[src/rtl/sram_wr_ctrl.sv]
// Write/read timing controller for the 96-bit external async SRAM array.
// Buffers write words in a small FIFO and sequences CE_n/WE_n/OE_n with programmable setup/pulse/hold.
module sram_wr_ctrl #(
    parameter int FIFO_DEPTH = 4,
    parameter int T_SETUP    = 1,
    parameter int T_PULSE    = 2,
    parameter int T_HOLD     = 1
) (
    input  logic        CLK,
    input  logic        RSTn,
    input  logic        wr_valid,
    output logic        wr_ready,
    input  logic [18:0] wr_addr,
    input  logic [95:0] wr_data,
    input  logic        rd_req,
    input  logic [18:0] rd_addr,
    output logic        rd_busy,
    output logic        rd_valid,
    output logic [95:0] rd_data,
    output logic        idle,
    output logic [18:0] SRAM_ADDR,
    output logic [95:0] SRAM_DQ_O,
    output logic        SRAM_DQ_OE,
    input  logic [95:0] SRAM_DQ_I,
    output logic        SRAM_CE_n,
    output logic        SRAM_WE_n,
    output logic        SRAM_OE_n
);

    localparam int AW = $clog2(FIFO_DEPTH);

    localparam logic [2:0] S_IDLE    = 3'd0;
    localparam logic [2:0] S_W_SETUP = 3'd1;
    localparam logic [2:0] S_W_PULSE = 3'd2;
    localparam logic [2:0] S_W_HOLD  = 3'd3;
    localparam logic [2:0] S_R_SETUP = 3'd4;
    localparam logic [2:0] S_R_PULSE = 3'd5;
    localparam logic [2:0] S_R_DONE  = 3'd6;

    // Counter load values are "cycles - 1"; reads always get at least one setup cycle.
    localparam logic [3:0] SETUP_LD  = 4'(T_SETUP - 1);
    localparam logic [3:0] RSETUP_LD = (T_SETUP > 1) ? 4'(T_SETUP - 1) : 4'd0;
    localparam logic [3:0] PULSE_LD  = 4'(T_PULSE - 1);
    localparam logic [3:0] HOLD_LD   = 4'(T_HOLD - 1);

    logic [2:0]  state;
    logic [3:0]  cnt;
    logic [18:0] fifo_addr [FIFO_DEPTH];
    logic [95:0] fifo_data [FIFO_DEPTH];
    logic [AW:0] wr_ptr, rd_ptr, wr_ptr_nxt, rd_ptr_nxt;
    logic        empty, full_nxt, push, pop;
    logic [18:0] rd_addr_q;

    assign empty = (wr_ptr == rd_ptr);
    assign push  = wr_valid & wr_ready;
    assign pop   = (state == S_IDLE) & !empty;
    assign idle  = empty & (state == S_IDLE) & !rd_busy;

    always_comb begin
        wr_ptr_nxt = wr_ptr + {{AW{1'b0}}, push};
        rd_ptr_nxt = rd_ptr + {{AW{1'b0}}, pop};
        full_nxt   = (wr_ptr_nxt[AW] != rd_ptr_nxt[AW]) &&
                     (wr_ptr_nxt[AW-1:0] == rd_ptr_nxt[AW-1:0]);
    end

    always_ff @(posedge CLK) begin
        if (push) begin
            fifo_addr[wr_ptr[AW-1:0]] <= wr_addr;
            fifo_data[wr_ptr[AW-1:0]] <= wr_data;
        end
    end

    // wr_ready is registered from the post-update occupancy so it is exact each cycle.
    always_ff @(posedge CLK or negedge RSTn) begin
        if (!RSTn) begin
            wr_ptr   <= '0;
            rd_ptr   <= '0;
            wr_ready <= 1'b0;
        end else begin
            wr_ptr   <= wr_ptr_nxt;
            rd_ptr   <= rd_ptr_nxt;
            wr_ready <= !full_nxt;
        end
    end

    always_ff @(posedge CLK or negedge RSTn) begin
        if (!RSTn) begin
            rd_busy   <= 1'b0;
            rd_addr_q <= '0;
        end else if (rd_req && !rd_busy) begin
            rd_busy   <= 1'b1;
            rd_addr_q <= rd_addr;
        end else if (state == S_R_PULSE && cnt == 4'd0) begin
            rd_busy   <= 1'b0;
        end
    end

    always_ff @(posedge CLK or negedge RSTn) begin
        if (!RSTn) begin
            state      <= S_IDLE;
            cnt        <= '0;
            SRAM_ADDR  <= '0;
            SRAM_DQ_O  <= '0;
            SRAM_DQ_OE <= 1'b0;
            SRAM_CE_n  <= 1'b1;
            SRAM_WE_n  <= 1'b1;
            SRAM_OE_n  <= 1'b1;
            rd_valid   <= 1'b0;
            rd_data    <= '0;
        end else begin
            rd_valid <= 1'b0;
            case (state)
                S_IDLE: begin
                    if (!empty) begin
                        SRAM_ADDR  <= fifo_addr[rd_ptr[AW-1:0]];
                        SRAM_DQ_O  <= fifo_data[rd_ptr[AW-1:0]];
                        SRAM_CE_n  <= 1'b0;
                        SRAM_DQ_OE <= 1'b1;
                        if (T_SETUP == 0) begin
                            state     <= S_W_PULSE;
                            SRAM_WE_n <= 1'b0;
                            cnt       <= PULSE_LD;
                        end else begin
                            state <= S_W_SETUP;
                            cnt   <= SETUP_LD;
                        end
                    end else if (rd_busy) begin
                        SRAM_ADDR <= rd_addr_q;
                        SRAM_CE_n <= 1'b0;
                        state     <= S_R_SETUP;
                        cnt       <= RSETUP_LD;
                    end
                end
                S_W_SETUP: begin
                    if (cnt == 4'd0) begin
                        state     <= S_W_PULSE;
                        SRAM_WE_n <= 1'b0;
                        cnt       <= PULSE_LD;
                    end else begin
                        cnt <= cnt - 4'd1;
                    end
                end
                S_W_PULSE: begin
                    if (cnt == 4'd0) begin
                        SRAM_WE_n <= 1'b1;
                        if (T_HOLD == 0) begin
                            SRAM_CE_n  <= 1'b1;
                            SRAM_DQ_OE <= 1'b0;
                            state      <= S_IDLE;
                        end else begin
                            state <= S_W_HOLD;
                            cnt   <= HOLD_LD;
                        end
                    end else begin
                        cnt <= cnt - 4'd1;
                    end
                end
                S_W_HOLD: begin
                    if (cnt == 4'd0) begin
                        SRAM_CE_n  <= 1'b1;
                        SRAM_DQ_OE <= 1'b0;
                        state      <= S_IDLE;
                    end else begin
                        cnt <= cnt - 4'd1;
                    end
                end
                S_R_SETUP: begin
                    if (cnt == 4'd0) begin
                        state     <= S_R_PULSE;
                        SRAM_OE_n <= 1'b0;
                        cnt       <= PULSE_LD;
                    end else begin
                        cnt <= cnt - 4'd1;
                    end
                end
                S_R_PULSE: begin
                    // Capture on the last OE_n-low cycle, then release the bus.
                    if (cnt == 4'd0) begin
                        rd_data   <= SRAM_DQ_I;
                        rd_valid  <= 1'b1;
                        SRAM_OE_n <= 1'b1;
                        SRAM_CE_n <= 1'b1;
                        state     <= S_R_DONE;
                    end else begin
                        cnt <= cnt - 4'd1;
                    end
                end
                S_R_DONE: state <= S_IDLE;
                default:  state <= S_IDLE;
            endcase
        end
    end

endmodule

[config.mk]
export PLATFORM = sky130hd
export DESIGN_NAME = sram_wr_ctrl
export DESIGN_NICKNAME = d
export VERILOG_FILES = /design/src/rtl/sram_wr_ctrl.sv
export SDC_FILE = /design/constraint.sdc
export NUM_CORES = 1
export LEC_CHECK = 0
export BUFFER_PORTS_ARGS = -buffer_cell sky130_fd_sc_hd__buf_2
export CORE_MARGIN = 2
export CORE_UTILIZATION = 55
export CTS_CLUSTER_DIAMETER = 50
export DETAILED_ROUTE_END_ITERATION = 10
export HOLD_SLACK_MARGIN = 0.08
export PLACE_DENSITY = 0.78
export SLEW_MARGIN = 0
export SYNTH_ARGS = -nofsm -noshare
export SYNTH_HDL_FRONTEND = slang
export SYNTH_SLANG_ARGS = --single-unit
[constraint.sdc]
create_clock -name CLK -period 12.5 [get_ports CLK]
set_clock_uncertainty 0.1 [all_clocks]
set_input_delay 0 -clock CLK [delete_from_list [all_inputs] [get_ports CLK]]
set_output_delay 0 -clock CLK [all_outputs]
set_load 0.01 [all_outputs]
Word-level counts from Yosys, hierarchy flattened
Memories as Yosys holds them, arrays and structs flattened. A register that Yosys moved wholly into a read port is not among the register bits.
Index checks and enable logic that the tools add are counted.
Word-level totals
  word-level logic and storage cells: 99
  memory bits (writable): 460
  memories kept: 2
  input port bits: 234
  register bits after elaboration: 154
  output and inout bits: 219
Operators by class
  reductions and logical operators: 26
  multiplexer cells: 31
  $add $sub $neg: 3
  eq/ne operators: 18
  bitwise operators: 5
Memories
  fifo_data: depth 4, width 96, read ports 1, clocked after Yosys merged registers in 1, wr ports 1, line 49  | logic [95:0] fifo_data [FIFO_DEPTH];
  fifo_addr: depth 4, width 19, read ports 1, clocked after Yosys merged registers in 0, wr ports 1, line 48  | logic [18:0] fifo_addr [FIFO_DEPTH];
Operators with widths (count)
  19-bit 2-to-1 mux: 2
  3-bit 2-to-1 mux: 7
  4-bit 2-to-1 mux: 5
  3-bit case mux with 6 select lines: 1
  4-bit case mux with 4 select lines: 1
  3-bit AND reduction: 5
  2-bit != test, second input constant: 7
  1-bit 2-to-1 mux: 11
  2-bit nonzero test: 5
  1-bit case mux with 2 select lines: 4
  3-bit by 1-bit adder with 3-bit output: 2
  3-bit by 2-bit == test with 1-bit output, second input constant: 2
  3-bit == test, second input constant: 2
  2-bit AND reduction: 3
  6-bit AND reduction: 1
  1-bit bitwise AND: 4
  1-bit logical NOT: 4
  4-bit logical NOT: 1
  2-bit by 1-bit != test with 1-bit output, second input constant: 2
  4-bit nonzero test: 1
  2-bit OR reduction: 2
  4-bit by 1-bit subtractor with 4-bit output, second input constant: 1
  3-bit by 1-bit == test with 1-bit output, second input constant: 1
  3-bit == test: 1
  other kinds (6): 8

Longest topological paths before layout
  depth in word-level cells: 7
  depth in mapped cells: 11
  depth with buffers taken out: 8

Worst setup path before layout
No wires, ideal clock.
  path kind: register to register
  from: register wr_ready
  to: memory fifo_addr[2][0], enable pin
  path slack: 2.798 ns
  required time: 11.647 ns
  data arrival time: 8.848 ns
  clock period less this slack: 9.702 ns
  path buffers: 0
  setup time: 0.753 ns
  stages on the path, launching flop included: 3
  cells stage by stage: dfrtp_1 nand2_1 nor3b_1
On the way
  word-level cells in the longest chain between the ends: 3
Ends and longest elaborated chain
  start: declaration: line 12  | output logic wr_ready,
  start signal: assignment: line 82  | wr_ready <= !full_nxt;
  1-bit bitwise AND: line 55  | assign push = wr_valid & wr_ready;
  1-bit 2-to-1 mux: line 67  | if (push) begin
  1-bit 2-to-1 mux (not written as such): line 68  | fifo_addr[wr_ptr[AW-1:0]] <= wr_addr;
  end: declaration: line 48
No other way between the ends.

Final worst setup path
  from: register rd_ptr[0]
  to: register SRAM_DQ_O[48], read port of fifo_data
On the way
  word-level cells in the longest chain between the ends: 3
Ends and longest elaborated chain
  start: declaration: line 50  | logic [AW:0] wr_ptr, rd_ptr, wr_ptr_nxt, rd_ptr_nxt;
  start signal: assignment: line 81  | rd_ptr <= rd_ptr_nxt;
  3-bit == test: line 54  | assign empty = (wr_ptr == rd_ptr);
  1-bit NOT (no line)
  2-bit AND reduction (no line)
  end: declaration: line 22  | output logic [95:0] SRAM_DQ_O,
Several ways; a longest one is shown, not always the timed one.
A chain may end at the register's enable or synchronous reset.

==> summary by stage <==
Run status
The flow ran to the end, and the final reports show no timing, DRC or antenna violations.

Logic synthesis
For this run, the register share of the synthesized area comes to 76.0%. The Yosys step of the flow raised 0 warnings. By area the synthesized netlist is led by edfxtp_1 (52%), dfrtp_1 (23%), mux2_2 (10%), mux4_2 (9.8%), buf_2 (0.59%). The mapped cell area is 26400 um^2. Of all cell types, the one taking the most synthesized area is edfxtp_1. In the synthesized netlist, the number of instances is roughly 1200.

The synthesized netlist net count is about 1500. A synthesized cell averages 21.7 um^2. The top cell type's share of synthesized area is 52.3%. The count of different cell masters after synthesis is 49.

The synthesized flop and latch total is 710.

Setup path
The cell that appears most often on the critical path is buf_4. STA classifies the critical path startpoint as a register. The data required time of the worst path is 12.89 ns. The end of the worst register-to-register path is SRAM_DQ_O[48]. The worst reg-to-reg setup slack is 8.70 ns. The critical path arrival is 4.18 ns. The source of the worst register-to-register timing path is rd_ptr[0]. The critical path goes through buf_4 > buf_4 > mux4_2 > mux2_2. The setup path with the least slack is of type register to register. The maximum fanout along the worst path is 47.

The delay of the slowest critical-path stage is about 1.0 ns. On the critical path, the stage with the largest delay is an instance of dfrtp_4. The worst setup path is captured at a register. The number of cells on the worst reg-to-reg path is 4.

Global route
The initial antenna violation count is 17. The largest net degree at the start of global routing is 92. The first global-routing pass estimated about 100000 um of wire. Summed over all layers, the global routing overflow is 0. The highest-utilization routing layer at the global route stage is met2. For this run, global-route usage on met2 was measured as about 48%. Across every metal layer, demand over resource in global routing totals 28.0%. For met3 alone, demand over resource in global routing was 8.09%. Global routing consumed, on the met1 layer, between 30% and 40% of the routing resources. The number of global-route vias before repair was 17300.

STA
The total negative setup slack is 0 ns. Of the available clock period, the critical path in the final layout requires 30.4%. For this run, the top clock speed supported by timing is 263 MHz. Setup repair after global routing left no endpoint under its margin. For the finished layout, the period the worst path requires is 3.80 ns. At the pin with the least slew margin, the transition time is 1.21 ns.

The number of failing setup endpoints in the final timing report is 0. In this run the tightest slew margin relative to its limit is 19.4%. Final hold analysis gives a worst-case slack of 0.0910 ns. The number of endpoints with negative hold slack in the final report was 0. Across all setup checks in the final design, the least slack found is 8.70 ns. The number of max-slew violations in the final report is 0.

Place
In this run, placement finished with an instance count of 2244. The placer congestion estimate is 0.751. The placed wire-length estimate after detailed placement is 34900 um. The number of buffer cells added on primary ports is 452. The minimum setup slack after placement is 8.62 ns.

Floorplanning
The boundary pin count is 453. The overall die width is 223 um. The area of the core region is 47500 um^2. The die is 223 um tall. After floorplanning, the core was divided into 80 placement rows. The initial core utilization is a little under three fifths. The total die area is ~50000 um^2.

Worst hold path
The worst hold path was traced through 2 stages. In this run the most critical hold path is launched from wr_data[6]. The type of the worst min-delay path is primary input to register. The endpoint of the worst hold-timing path is fifo_data[2][6].

Clock tree
At the later pin of the worst-skew pair, clock insertion delay measures 0.61 ns. The number of buffers inserted to repair setup after CTS is 0. The library cell used as clock root buffer is clkbuf_16.

The longest clock path from root to sink contains 3 buffers. Clock tree synthesis found a total of 710 sinks. TritonCTS created 73 clock buffers. The H-tree generated during clock tree synthesis spans 3 levels. After clock tree synthesis, the clock-pin slew on the worst setup and hold paths is 0.07 ns.

TritonCTS built the clock tree.

Power
The areal power density over the cells is 230 nW/um^2. The overall power is 8.36 mW. The peak ir drop on the vdd network is 180 uV. The leakage power summed over all cells is roughly 14 nW.

Final layout
The layout overhead on the synthesized area is 37.6%. The final layout contains 2398 nets. Leaving out filler cells and counting taps, the final layout contains 2848.

The fraction of layout cells with a size suffix above 1 is 43.7%.

Flow run
Max-cap violations in this run came to 0.

Drt
The first-pass iteration count of the detailed router is 5. Once detail routing completed, the nets flagged for antenna violations numbered 0. The detailed router placed ~16000 vias in this run. The routed via count divided by cell count is 5.49. After detailed routing, the number of remaining DRC violations is 0. The number of DRC markers in iteration 0 is 1094. The wire length per cell after detailed routing is around 24 um. The final routed wirelength across all metal layers is 68600 um.
## registers in the layout (all words and copies together), names as in the netlist, 4 cells and up
register / count
rd_addr_q: 19
SRAM_ADDR: 19
fifo_data: 384
cnt: 4
fifo_addr: 76
SRAM_DQ_O: 96
rd_data: 96
## critical path: cells and delay by family, from the launching register on
| family | cells | cell delay (ns) |
|---|---|---|
| buf+inv | 2 | 1.47 |
| flops | 1 | 1.04 |
| mux | 2 | 0.94 |
## stage by stage
stage	utilization (%)	cell area, um^2
finish	76.4	36300
global route	76.4	36300
CTS	76.3	36300
detailed placement	61.7	29300
global placement	61.7	29300
floorplan	-	26400
## cell families (layout without fill, tap and decap cells)
family          count (synthesis)  after routing  synth area share [%]
flops                         710            710                  76.0
mux                           366            366                  20.6
buf+inv                        64           1064                  1.21
simple gates                   35             35                 0.815
compound gates                 28             28                 0.735
xor+xnor                        9              9                 0.355
fa+ha+maj                       5              5                 0.237
other cells                     0             16                     0
## report_power, final
part | internal, mW | leakage, nW | switching, mW
clock | 1.25 | 1.18 | 0.919
sequential | 3.25 | 7.16 | 0.441
combinational | 1.30 | 5.82 | 1.21
## metal layers
| metal | share of wire (%) | vias to the layer above | wire length [um] |
|---|---|---|---|
| li1 | - | 6741 | - |
| met5 | 0.010 | - | 7 |
| met1 | 35 | 8002 | 24300 |
| met4 | 5.2 | 2 | 3570 |
| met2 | 51 | 701 | 35300 |
| met3 | 8.0 | 187 | 5460 |
## Yosys cell counts (all sizes together)
cell / number
edfxtp: 460
mux2: 250
dfrtp: 247
mux4: 115
buf: 42
clkbuf: 16
o21ai: 8
nand2: 7
inv: 6
nor2: 6
a21oi: 5
ha: 5
xnor2: 5
nand3b: 4
nor3: 4
xor2: 4
a31oi: 3
dfstp: 3
nor3b: 3
nand3: 2
o21a: 2
o31ai: 2
or3: 2
or3b: 2
a211o: 1
a211oi: 1
a21o: 1
a221oi: 1
a2bb2oi: 1
a32o: 1
and2: 1
and3: 1
mux2i: 1
nand2b: 1
nor2b: 1
nor4bb: 1
o211ai: 1
o22ai: 1
## placed cells by master, fill, tap and decap left out, drive strengths merged, types with 3 or more instances in the layout
master / Yosys / routed
diode: 0 / 16
inv: 6 / 11
mux4: 115 / 115
nor2: 6 / 6
buf: 42 / 471
a21oi: 5 / 5
clkbuf: 16 / 96
o21ai: 8 / 8
dfrtp: 247 / 247
ha: 5 / 5
dlygate4sd3: 0 / 454
nand2: 7 / 7
nand3b: 4 / 4
edfxtp: 460 / 460
clkinvlp: 0 / 3
xnor2: 5 / 5
mux2: 250 / 250
clkinv: 0 / 25
nor3: 4 / 4
dfstp: 3 / 3
xor2: 4 / 4
a31oi: 3 / 3
nor3b: 3 / 3
bufinv: 0 / 4
## final cells by class
class,count,area [um^2]
tap,615,769
timing repair buffer,925,6980
clock inverter,37,349
fill,2427,11200
sequential,710,20100
inverter,6,22.5
antenna,16,40.0
clock buffer,96,2040
multi-input combinational,443,6040
## timing repair
item	CTS	global route
resized for setup	0	0
hold buffers	455	0
endpoints found under the hold margin	853	0
## worst max-delay path by stage
stage	from	to	cells past startpoint
detailed placement	rd_ptr[0]	SRAM_DQ_O[27]	4
floorplan	wr_ready	fifo_addr[2][0]	2
finish	rd_ptr[0]	SRAM_DQ_O[48]	4
global placement	rd_ptr[0]	SRAM_DQ_O[35]	4
CTS	rd_ptr[0]	SRAM_DQ_O[24]	4
global route	rd_ptr[0]	SRAM_DQ_O[48]	4
Note: power is estimated with default switching activity, not from simulation.
